--- src/rtl/regfile_arbiter_pkg.sv ---
// -----------------------------------------------------------------------------
// regfile_arbiter_pkg
//   Shared definitions for the register-file arbiter:
//     - data / address widths
//     - register-file command codes driven on rf_rw ({rd,wr})
//     - FSM state encoding
//     - the latched per-requester command record
// -----------------------------------------------------------------------------
package regfile_arbiter_pkg;

  localparam int DATA_W = 16;
  localparam int ADDR_W = 4;

  // rf_rw codes, bit 1 = read, bit 0 = write
  localparam logic [1:0] RW_NOP = 2'b00;
  localparam logic [1:0] RW_WR  = 2'b01;
  localparam logic [1:0] RW_RD  = 2'b10;
  localparam logic [1:0] RW_RW  = 2'b11;

  // Last address visited by the initialise sweep
  localparam logic [ADDR_W-1:0] INIT_LAST = {ADDR_W{1'b1}};

  typedef enum logic [1:0] {
    ST_IDLE = 2'd0,
    ST_CMD  = 2'd1,
    ST_RESP = 2'd2,
    ST_INIT = 2'd3
  } state_e;

  // One requester's command as seen on its input ports
  typedef struct packed {
    logic              rd;
    logic              wr;
    logic [ADDR_W-1:0] aa;
    logic [ADDR_W-1:0] ba;
    logic [ADDR_W-1:0] da;
    logic [DATA_W-1:0] wd;
  } cmd_t;

  // Map the requester's rd/wr flags onto a bus code
  function automatic logic [1:0] rw_code(input logic rd, input logic wr);
    logic [1:0] code;
    unique case ({rd, wr})
      2'b00:   code = RW_NOP;
      2'b01:   code = RW_WR;
      2'b10:   code = RW_RD;
      default: code = RW_RW;
    endcase
    return code;
  endfunction

endpackage

--- src/rtl/regfile_arbiter_rr.sv ---
// -----------------------------------------------------------------------------
// rr_arbiter2
//   Two-way round-robin grant with a last-served pointer.
//   The grant is combinational from the request vector and the pointer; the
//   pointer only moves when the parent accepts the grant.
//
// Ports
//   clk       in   rising-edge clock
//   reset     in   synchronous, active-high reset (requester 0 = last served)
//   i_req     in   [1:0] request vector
//   i_accept  in   parent consumed the current grant this cycle
//   o_valid   out  at least one request present
//   o_grant   out  index of the granted requester
// -----------------------------------------------------------------------------
module rr_arbiter2 (
  input  logic       clk,
  input  logic       reset,
  input  logic [1:0] i_req,
  input  logic       i_accept,
  output logic       o_valid,
  output logic       o_grant
);

  logic r_last;

  always_comb begin
    o_valid = |i_req;
    unique case (i_req)
      2'b01:   o_grant = 1'b0;
      2'b10:   o_grant = 1'b1;
      default: o_grant = ~r_last;  // tie: whoever was not served last
    endcase
  end

  always_ff @(posedge clk) begin
    if (reset) begin
      r_last <= 1'b0;
    end else if (i_accept) begin
      r_last <= o_grant;
    end
  end

endmodule

--- src/rtl/regfile_arbiter.sv ---
// -----------------------------------------------------------------------------
// regfile_arbiter
//   Shares one register-file port between two requesters and owns a
//   full-file initialise sweep.
//
//   A served access walks IDLE -> CMD -> RESP -> IDLE. The command is on the
//   rf bus for the single CMD cycle; the register file registers its read
//   data, so rf_a/rf_b are valid during RESP and are captured into ra/rb on
//   the edge that leaves RESP, together with the one-cycle ack pulse.
//   The init sweep writes INIT_VALUE to addresses 0..15, one per INIT cycle.
//   An init request raised mid-access is remembered and runs before any
//   further request is granted.
//
// Ports
//   clk, reset          rising-edge clock, synchronous active-high reset
//   reqN/rdN/wrN        requester N request (held until ackN) and op flags
//   aaN/baN/daN/wdN     requester N read-A/read-B/write address, write data
//   ackN                one-cycle completion pulse to requester N
//   raN/rbN             read data for requester N, updated with ackN on reads
//   init_start          request a full-file initialise
//   busy                high whenever the FSM is not idle
//   rf_en/rf_rw         register-file strobe and {rd,wr} code
//   rf_da/rf_aa/rf_ba   register-file write / read-A / read-B addresses
//   rf_d                register-file write data
//   rf_a/rf_b           register-file registered read data
//   All outputs come straight from flops.
// -----------------------------------------------------------------------------
module regfile_arbiter
  import regfile_arbiter_pkg::*;
#(
  parameter logic [DATA_W-1:0] INIT_VALUE = 16'h0000
) (
  input  logic              clk,
  input  logic              reset,

  input  logic              req0,
  input  logic              rd0,
  input  logic              wr0,
  input  logic [ADDR_W-1:0] aa0,
  input  logic [ADDR_W-1:0] ba0,
  input  logic [ADDR_W-1:0] da0,
  input  logic [DATA_W-1:0] wd0,

  input  logic              req1,
  input  logic              rd1,
  input  logic              wr1,
  input  logic [ADDR_W-1:0] aa1,
  input  logic [ADDR_W-1:0] ba1,
  input  logic [ADDR_W-1:0] da1,
  input  logic [DATA_W-1:0] wd1,

  output logic              ack0,
  output logic              ack1,
  output logic [DATA_W-1:0] ra0,
  output logic [DATA_W-1:0] rb0,
  output logic [DATA_W-1:0] ra1,
  output logic [DATA_W-1:0] rb1,

  input  logic              init_start,
  output logic              busy,

  output logic              rf_en,
  output logic [1:0]        rf_rw,
  output logic [ADDR_W-1:0] rf_da,
  output logic [ADDR_W-1:0] rf_aa,
  output logic [ADDR_W-1:0] rf_ba,
  output logic [DATA_W-1:0] rf_d,
  input  logic [DATA_W-1:0] rf_a,
  input  logic [DATA_W-1:0] rf_b
);

  // ---------------------------------------------------------------------------
  // State and output registers
  // ---------------------------------------------------------------------------
  state_e            r_state;
  logic              r_init_pend;
  logic [ADDR_W-1:0] r_cnt;
  logic              r_win;      // requester owning the access in flight
  logic              r_rd;       // access in flight returns read data

  logic              r_rf_en;
  logic [1:0]        r_rf_rw;
  logic [ADDR_W-1:0] r_rf_da;
  logic [ADDR_W-1:0] r_rf_aa;
  logic [ADDR_W-1:0] r_rf_ba;
  logic [DATA_W-1:0] r_rf_d;
  logic [1:0]        r_ack;
  logic [DATA_W-1:0] r_ra [2];
  logic [DATA_W-1:0] r_rb [2];
  logic              r_busy;

  // ---------------------------------------------------------------------------
  // Next-state values
  // ---------------------------------------------------------------------------
  state_e            w_next_state;
  logic              w_init_pend;
  logic [ADDR_W-1:0] w_cnt;
  logic              w_win;
  logic              w_rd;

  logic              w_rf_en;
  logic [1:0]        w_rf_rw;
  logic [ADDR_W-1:0] w_rf_da;
  logic [ADDR_W-1:0] w_rf_aa;
  logic [ADDR_W-1:0] w_rf_ba;
  logic [DATA_W-1:0] w_rf_d;
  logic [1:0]        w_ack;
  logic [DATA_W-1:0] w_ra [2];
  logic [DATA_W-1:0] w_rb [2];
  logic              w_busy;

  // ---------------------------------------------------------------------------
  // Arbitration
  // ---------------------------------------------------------------------------
  logic w_grant_valid;
  logic w_grant;
  logic w_accept;
  cmd_t w_cmd0;
  cmd_t w_cmd1;
  cmd_t w_cmd;

  assign w_cmd0 = {rd0, wr0, aa0, ba0, da0, wd0};
  assign w_cmd1 = {rd1, wr1, aa1, ba1, da1, wd1};
  assign w_cmd  = w_grant ? w_cmd1 : w_cmd0;

  // The pointer only advances when a request actually leaves IDLE for CMD
  assign w_accept = (r_state == ST_IDLE) && (w_next_state == ST_CMD);

  rr_arbiter2 u_rr (
    .clk      (clk),
    .reset    (reset),
    .i_req    ({req1, req0}),
    .i_accept (w_accept),
    .o_valid  (w_grant_valid),
    .o_grant  (w_grant)
  );

  // ---------------------------------------------------------------------------
  // Next-state logic
  // ---------------------------------------------------------------------------
  always_comb begin
    w_next_state = r_state;
    unique case (r_state)
      ST_IDLE: begin
        // A pending or fresh init always beats waiting requests
        if (init_start || r_init_pend) begin
          w_next_state = ST_INIT;
        end else if (w_grant_valid) begin
          w_next_state = ST_CMD;
        end
      end
      ST_CMD:  w_next_state = ST_RESP;
      ST_RESP: w_next_state = ST_IDLE;
      ST_INIT: begin
        if (r_cnt == INIT_LAST) begin
          w_next_state = ST_IDLE;
        end
      end
      default: w_next_state = ST_IDLE;
    endcase
  end

  // ---------------------------------------------------------------------------
  // Next values of the registered outputs
  // ---------------------------------------------------------------------------
  // NOTE: every variable gets its hold/idle value before the case statement,
  // so no path through the block leaves one unassigned and no latch appears.
  always_comb begin
    w_init_pend = r_init_pend;
    w_cnt       = r_cnt;
    w_win       = r_win;
    w_rd        = r_rd;
    w_rf_en     = 1'b0;
    w_rf_rw     = RW_NOP;
    w_rf_da     = r_rf_da;
    w_rf_aa     = r_rf_aa;
    w_rf_ba     = r_rf_ba;
    w_rf_d      = r_rf_d;
    w_ack       = 2'b00;
    w_ra        = r_ra;
    w_rb        = r_rb;
    w_busy      = (w_next_state != ST_IDLE);

    // Remember an init request that lands in the middle of an access;
    // requests during INIT itself are dropped.
    if (init_start && ((r_state == ST_CMD) || (r_state == ST_RESP))) begin
      w_init_pend = 1'b1;
    end

    unique case (r_state)
      ST_IDLE: begin
        if (w_next_state == ST_INIT) begin
          w_init_pend = 1'b0;
          w_cnt       = '0;
          w_rf_en     = 1'b1;
          w_rf_rw     = RW_WR;
          w_rf_da     = '0;
          w_rf_d      = INIT_VALUE;
        end else if (w_next_state == ST_CMD) begin
          w_win   = w_grant;
          w_rd    = w_cmd.rd;
          w_rf_en = 1'b1;
          w_rf_rw = rw_code(w_cmd.rd, w_cmd.wr);
          w_rf_aa = w_cmd.aa;
          w_rf_ba = w_cmd.ba;
          w_rf_da = w_cmd.da;
          w_rf_d  = w_cmd.wd;
        end
      end
      ST_CMD: begin
        // Bus drops back to NOP for the response cycle
      end
      ST_RESP: begin
        // rf_a/rf_b hold the registered read of the CMD cycle here; on a
        // simultaneous read/write to the same address this is the old value.
        w_ack[r_win] = 1'b1;
        if (r_rd) begin
          w_ra[r_win] = rf_a;
          w_rb[r_win] = rf_b;
        end
      end
      ST_INIT: begin
        if (r_cnt != INIT_LAST) begin
          w_cnt   = r_cnt + 1'b1;
          w_rf_en = 1'b1;
          w_rf_rw = RW_WR;
          w_rf_da = r_cnt + 1'b1;
          w_rf_d  = INIT_VALUE;
        end else begin
          w_cnt = '0;
        end
      end
      default: begin
      end
    endcase
  end

  // ---------------------------------------------------------------------------
  // Registers
  // ---------------------------------------------------------------------------
  // NOTE: sequential state uses non-blocking assignments so every flop samples
  // the pre-edge values, independent of statement order.
  always_ff @(posedge clk) begin
    if (reset) begin
      r_state     <= ST_IDLE;
      r_init_pend <= 1'b0;
      r_cnt       <= '0;
      r_win       <= 1'b0;
      r_rd        <= 1'b0;
      r_rf_en     <= 1'b0;
      r_rf_rw     <= RW_NOP;
      r_rf_da     <= '0;
      r_rf_aa     <= '0;
      r_rf_ba     <= '0;
      r_rf_d      <= '0;
      r_ack       <= 2'b00;
      r_ra[0]     <= '0;
      r_ra[1]     <= '0;
      r_rb[0]     <= '0;
      r_rb[1]     <= '0;
      r_busy      <= 1'b0;
    end else begin
      r_state     <= w_next_state;
      r_init_pend <= w_init_pend;
      r_cnt       <= w_cnt;
      r_win       <= w_win;
      r_rd        <= w_rd;
      r_rf_en     <= w_rf_en;
      r_rf_rw     <= w_rf_rw;
      r_rf_da     <= w_rf_da;
      r_rf_aa     <= w_rf_aa;
      r_rf_ba     <= w_rf_ba;
      r_rf_d      <= w_rf_d;
      r_ack       <= w_ack;
      r_ra        <= w_ra;
      r_rb        <= w_rb;
      r_busy      <= w_busy;
    end
  end

  // ---------------------------------------------------------------------------
  // Outputs
  // ---------------------------------------------------------------------------
  assign ack0  = r_ack[0];
  assign ack1  = r_ack[1];
  assign ra0   = r_ra[0];
  assign rb0   = r_rb[0];
  assign ra1   = r_ra[1];
  assign rb1   = r_rb[1];
  assign busy  = r_busy;
  assign rf_en = r_rf_en;
  assign rf_rw = r_rf_rw;
  assign rf_da = r_rf_da;
  assign rf_aa = r_rf_aa;
  assign rf_ba = r_rf_ba;
  assign rf_d  = r_rf_d;

endmodule

--- config.mk ---
export PLATFORM = sky130hd
export DESIGN_NAME = regfile_arbiter
export DESIGN_NICKNAME = d
export VERILOG_FILES = /design/src/rtl/regfile_arbiter_pkg.sv /design/src/rtl/regfile_arbiter_rr.sv /design/src/rtl/regfile_arbiter.sv
export SDC_FILE = /design/constraint.sdc
export NUM_CORES = 1
export LEC_CHECK = 0
export CORE_UTILIZATION = 35
export CTS_CLUSTER_DIAMETER = 60
export CTS_CLUSTER_SIZE = 24
export DETAILED_ROUTE_END_ITERATION = 16
export PLACE_DENSITY_LB_ADDON = 0.3
export SLEW_MARGIN = 20
export SYNTH_ARGS = -nofsm -noshare
export SYNTH_HDL_FRONTEND = slang
export SYNTH_HIERARCHICAL = 1
export SYNTH_SLANG_ARGS = --single-unit
--- constraint.sdc ---
create_clock -name clk -period 4.4 [get_ports clk]
set_input_delay 0.88 -clock clk [delete_from_list [all_inputs] [get_ports clk]]
set_output_delay 0.88 -clock clk [all_outputs]
set_load 0.01 [all_outputs]
* Word level (Yosys, flattened, before mapping) *
Cells that the tools add are included.

cells by class
  equal/unequal tests = 14
  add/sub/neg operators = 1
  $mul = 0
  bitwise gates (word level) = 4
  shift-type cells = 0
  magnitude comparators = 4
  div/mod/pow operators = 0
  muxes and demuxes = 35
  reductions and logical operators = 16

operator list
  cell                                                              number
  32-bit bitwise mux                                                2
  16-bit two-way mux                                                4
  16-bit case mux with 2 select lines                               1
  30-bit two-way mux                                                1
  4-bit two-way mux                                                 5
  16-bit demux with 1-bit select                                    1
  4-bit case mux with 2 select lines                                2
  2-bit == test (second input constant)                             5
  2-bit two-way mux                                                 5
  2-bit by 1-bit == test with 1-bit output (second input constant)  4
  1-bit two-way mux                                                 8
  2-bit case mux with 4 select lines                                1
  2-bit case mux with 3 select lines                                1
  3-bit AND reduction                                               2
  4-bit by 1-bit adder with 4-bit output (second input constant)    1
  4-bit == test (second input constant)                             1
  1-bit logical AND                                                 4
  2-bit logical NOT                                                 2
  4-bit != test (second input constant)                             1
  1-bit case mux with 2 select lines                                2
  2-bit case mux with 2 select lines                                1
  2-bit AND reduction                                               2
  2-bit nonzero test                                                2
  2-bit OR reduction                                                2
  11 further kinds                                                  14

storage, ports and cells
  bits of input ports = 97
  flip-flop bits (word level) = 108
  memories kept = 0
  logic and storage cells = 92
  memory bits (writable) = 0
  memory bits (read-only) = 0
  bits in latches = 0
  output and inout bits = 98

* Longest topological paths before layout *
  depth in word-level cells = 8
  depth in mapped cells = 10

* Hierarchy *
The synthesis kept the hierarchy.

by module, submodules not included
  module           instances  area each (µm²)  cells an instance
  regfile_arbiter  1          4545.6           512
  rr_arbiter2      1          85.1             11

* Worst setup path before layout *
Ideal clock, no wire load.

  path kind = input to register
  start point = input req0
  end point = register r_rd
  setup time = 0.121 ns
  arrival = 2.325 ns
  stages on the path = 8
  buffers on the path = 2
  slack = 1.954 ns
  cells stage by stage = inv_1 -> ha_1 -> o21ai_0 -> clkbuf_1 -> buf_2 -> mux2i_1 -> nor2_1 -> mux2_4

between the ends
  elaborated cells between the ends (all ways) = 12
  classes of those cells = eq/ne: 4; mux: 5; bitwise: 1; reduce/logical: 2

RTL lines
  element                                                                           line                      source
  start: declaration                                                                regfile_arbiter.sv:36     input logic req0,
  2-bit == test / 2-bit by 1-bit == test with 1-bit output (equally long branches)  regfile_arbiter_rr.sv:28  unique case (i_req)
  1-bit case mux with 2 select lines *                                              regfile_arbiter_rr.sv:28
  net w_grant                                                                       regfile_arbiter.sv:116    logic w_grant;
  30-bit two-way mux *                                                              regfile_arbiter.sv:124    assign w_cmd = w_grant ? w_cmd1 : w_cmd0;
  end signal: assignment                                                            regfile_arbiter.sv:267    r_rd <= w_rd;
  end: declaration                                                                  regfile_arbiter.sv:79     logic r_rd;

Mark *: on every way through the listed nets, which the timed path passes. The rest lies on a longest branch.
A chain may end at the register's enable or synchronous reset.

* Worst setup path in the final report *
  start point = input req1
  end point = register r_rf_da[3], in the netlist rf_da[3]

between the ends
  elaborated cells between the ends (all ways) = 15
  classes of those cells = eq/ne: 5; mux: 8; reduce/logical: 2

RTL lines
  element                                                                           line                      source
  start: declaration                                                                regfile_arbiter.sv:44     input logic req1,
  2-bit == test / 2-bit by 1-bit == test with 1-bit output (equally long branches)  regfile_arbiter_rr.sv:28
  1-bit case mux with 2 select lines *                                              regfile_arbiter_rr.sv:28
  net w_grant                                                                       regfile_arbiter.sv:116
  30-bit two-way mux *                                                              regfile_arbiter.sv:124
  4-bit two-way mux *                                                               regfile_arbiter.sv:199    end else if (w_next_state == ST_CMD) begin
  4-bit two-way mux *                                                               regfile_arbiter.sv:192    if (w_next_state == ST_INIT) begin
  4-bit case mux with 2 select lines *                                              regfile_arbiter.sv:190    unique case (r_state)
  end signal: assignment                                                            regfile_arbiter.sv:270    r_rf_da <= w_rf_da;
  end: declaration                                                                  regfile_arbiter.sv:83     logic [ADDR_W-1:0] r_rf_da;

Mark *: on every way through the listed nets, which the timed path passes. The rest lies on a longest branch. The select of a mux whose other input is x is not followed.

==> flow_metrics.tcl <==
set metrics [dict create \
    outcome "complete, no violations" \
    p_leak_nw 2.47 \
    crit_path_cell_trace "clkdlybuf4s50_1 > inv_1 > ha_1 > o21ai_4 > buf_4 > mux2_2 > o211ai_1 > o32ai_1" \
    grt_start_max_net_pins 64 \
    setup_tns_ps 0 \
    hold_class "reg -> reg" \
    synthFlopType "dfxtp_1" \
    grt_pass1_wl_mm 19.9 \
    required_ps 4620 \
    yosys_warnings 6 \
    clk_pin_slew_worst_paths_ps 80 \
    grt_pass1_vias 4099 \
    instances_no_fill 873 \
    clock_skew_ps 13.4 \
    irDropWorstVdd_mv 0.227 \
    routed_wl_mm 12.9 \
    diodes 0 \
    cts_root_buffer "clkbuf_16" \
    initial_core_util_pct 36.3 \
    synth_cell_types 54 \
    maxCapViolCount 0 \
    first_pass_iters 4 \
    core.rowCount 41 \
    place_hpwl_mm 9.25 \
    avgSynthCellArea_sq_um 8.85 \
    power.total_mw 2.68 \
    setup.worst_path.end_class "register" \
    hold_viol_final 0 \
    drc 0 \
    cp.arrival_ps 3130 \
    powerDensity_nw_per_um2 384 \
    drt_iter0_drc 219 \
    avgViaCountPerCell 4.97 \
    overflow 0 \
    synth-edff-count 0 \
    tightest_slew_ps 831 \
    critPathMaxStageDelay_ps 490 \
    clk_latency_ps 360 \
    cts_max_path_buffers 2 \
    drive_gt1_share_pct 9.42 \
    cts_setup_buffers 0 \
    io_pins 195 \
    hold_buffers 0 \
    slew_headroom_pct 44.4 \
    ys_ff_latch 108 \
    finalCoreUtilization_pct 54.7 \
    postRouteAntennaNets 0 \
    final_max_slew_viol_count 0 \
    area_growth_pct 50.9 \
    core_area_sq_um 12800 \
    slowest_stage "clkdlybuf4s50_1" \
    dieHeight_um 117 \
    fin_crit_sh_pct 66.3 \
    cts_tree "yes" \
    vias 4338 \
    syn_area_sq_um 4630 \
    cts_buffers 9 \
    numClockSinks 108 \
    path_class "in -> reg" \
    multi_input_area_sq_um 2260 \
    dpl.cell_count 857 \
    setup_viol 0 \
    io_buffers 194 \
    timing.fmax_ghz 0.343 \
    num-nets-final 799 \
    syn-instance-count 523 \
    htreeDepth 3 \
    avgRoutedWirePerCell_um 14.8 \
    hold_ws_ps 454 \
    period_minus_slack_ps 2920 \
    post_cts_resize_count 0 \
    reg2reg_slack_ps 1890 \
    grt_usage_pct 19.0 \
    worst-path-max-fanout 20 \
    yosysSeqAreaShare_pct 46.7 \
    fillers 1173 \
    async_flop_share_pct 0 \
    fp.dieArea_sq_um 13700 \
    fp.dieW_um 117 \
    gp_congestion 0.765 \
    start_kind "input pin" \
    antenna_found_initial 0 \
    rsz0062_at_grt "false" \
    seq_area_sq_um 2160 \
    syn_nets 626 \
]
-- cells in the final DEF (no fill, tap or decap), types with 2 or more instances in the layout --
cell type        count
mux2_2              19
o311a_1              2
and2_1               2
mux2i_1             14
inv_8                3
nor3_2               2
clkbuf_16            9
mux2_4               7
a211o_1              2
nor2b_1             11
and3_1               3
clkinv_8             2
a31oi_1              2
clkdlybuf4s50_1    193
dfxtp_1            108
nand3_1             22
a311oi_1             2
or2_2                2
a21oi_1             70
nor2_1              14
a32o_1               2
nor4_2               2
buf_4                7
nand2b_1             4
nor2_2               2
ha_1                 6
nand2_1            136
inv_1                8
a211oi_1             3
o2bb2ai_1           16
-- cells by family (layout without fill, tap and decap cells) --
family / after synthesis / in the layout / synth area share (%)
AOI/OAI and AO/OA: 113 / 113 / 16.2
muxes: 40 / 40 / 9.92
DFF: 108 / 108 / 46.7
and+or+nand+nor: 208 / 208 / 20.5
xor gates and xnor gates: 2 / 2 / 0.378
buffers and inverters: 46 / 224 / 4.73
adders and majority gates: 6 / 6 / 1.62
-- power breakdown --
group          internal [mW]  total, mW  switching, mW
clock network          0.465      0.876          0.411
registers               1.06       1.12         0.0548
logic                  0.367      0.692          0.325
total                   1.89       2.68          0.791
-- path summary, 6_finish.rpt --
kind / from / endpoint / cells after the start
worst min-delay path: ra1[12] / ra1[12] / 2
worst max-delay path: req1 / rf_da[3] / 8
worst max register to register: r_state[0] / rf_d[15] / 4
worst min register to register: ra1[12] / ra1[12] / 2
-- Yosys cell counts (3+ instances only) --
master / instances / area share [%]
nand3_1: 22 / 2.4
and3_1: 3 / 0.41
nor2b_1: 11 / 1.5
buf_2: 9 / 0.97
a21oi_1: 70 / 7.6
mux2_4: 7 / 2.3
clkbuf_1: 23 / 1.9
dfxtp_1: 108 / 47
nor2_1: 15 / 1.2
inv_1: 8 / 0.65
mux2_2: 19 / 4.6
mux2i_1: 14 / 3.0
nand2b_1: 4 / 0.54
o2bb2ai_1: 16 / 3.0
ha_1: 6 / 1.6
nand2_1: 136 / 11
a211oi_1: 3 / 0.49
-- area by class of cell --
type	count	share of cell area [%]
Timing Repair Buffer	200	28.4
Tap cell	172	3.08
Inverter	8	0.430
Clock buffer	9	3.22
Clock inverter	7	1.50
Sequential cell	108	31.0
Multi-Input combinational cell	369	32.4
-- state kept, by name, indices dropped and copies added, names as in the netlist --
signal / count
rb0: 16
rf_d: 16
rf_aa: 4
ra1: 16
r_ack: 2
rf_da: 4
ra0: 16
r_win: 1
r_init_pend: 1
r_cnt: 4
rf_en: 1
rb1: 16
rf_rw: 2
r_rd: 1
u_rr/r_last: 1
rf_ba: 4
busy: 1
r_state: 2
-- metrics by stage --
stage	setup slack (ps)	cell area (sq um)
finish	1480	6990
global route	1370	6990
CTS	1460	6990
detailed placement	1090	6660
global placement	1150	6660
floorplan	1950	4630
-- routing by layer --
layer / vias to the layer above / global-route usage (%) / routed length (um)
li1: 2136 / - / -
met1: 2043 / 22.8 / 5680
met2: 135 / 32.0 / 6250
met3: 24 / 4.48 / 640
met4: 0 / 8.95 / 330
met5: - / 0 / 0
-- worst max-delay path: cells and delay by family --
family                   cells  cell delay (ps)
AO/OA/AOI/OAI                3              630
multiplexers                 1              370
adder cells (fa/ha/maj)      1              320
buffers and inverters        3              930
Power figures use the tool's default switching activity.
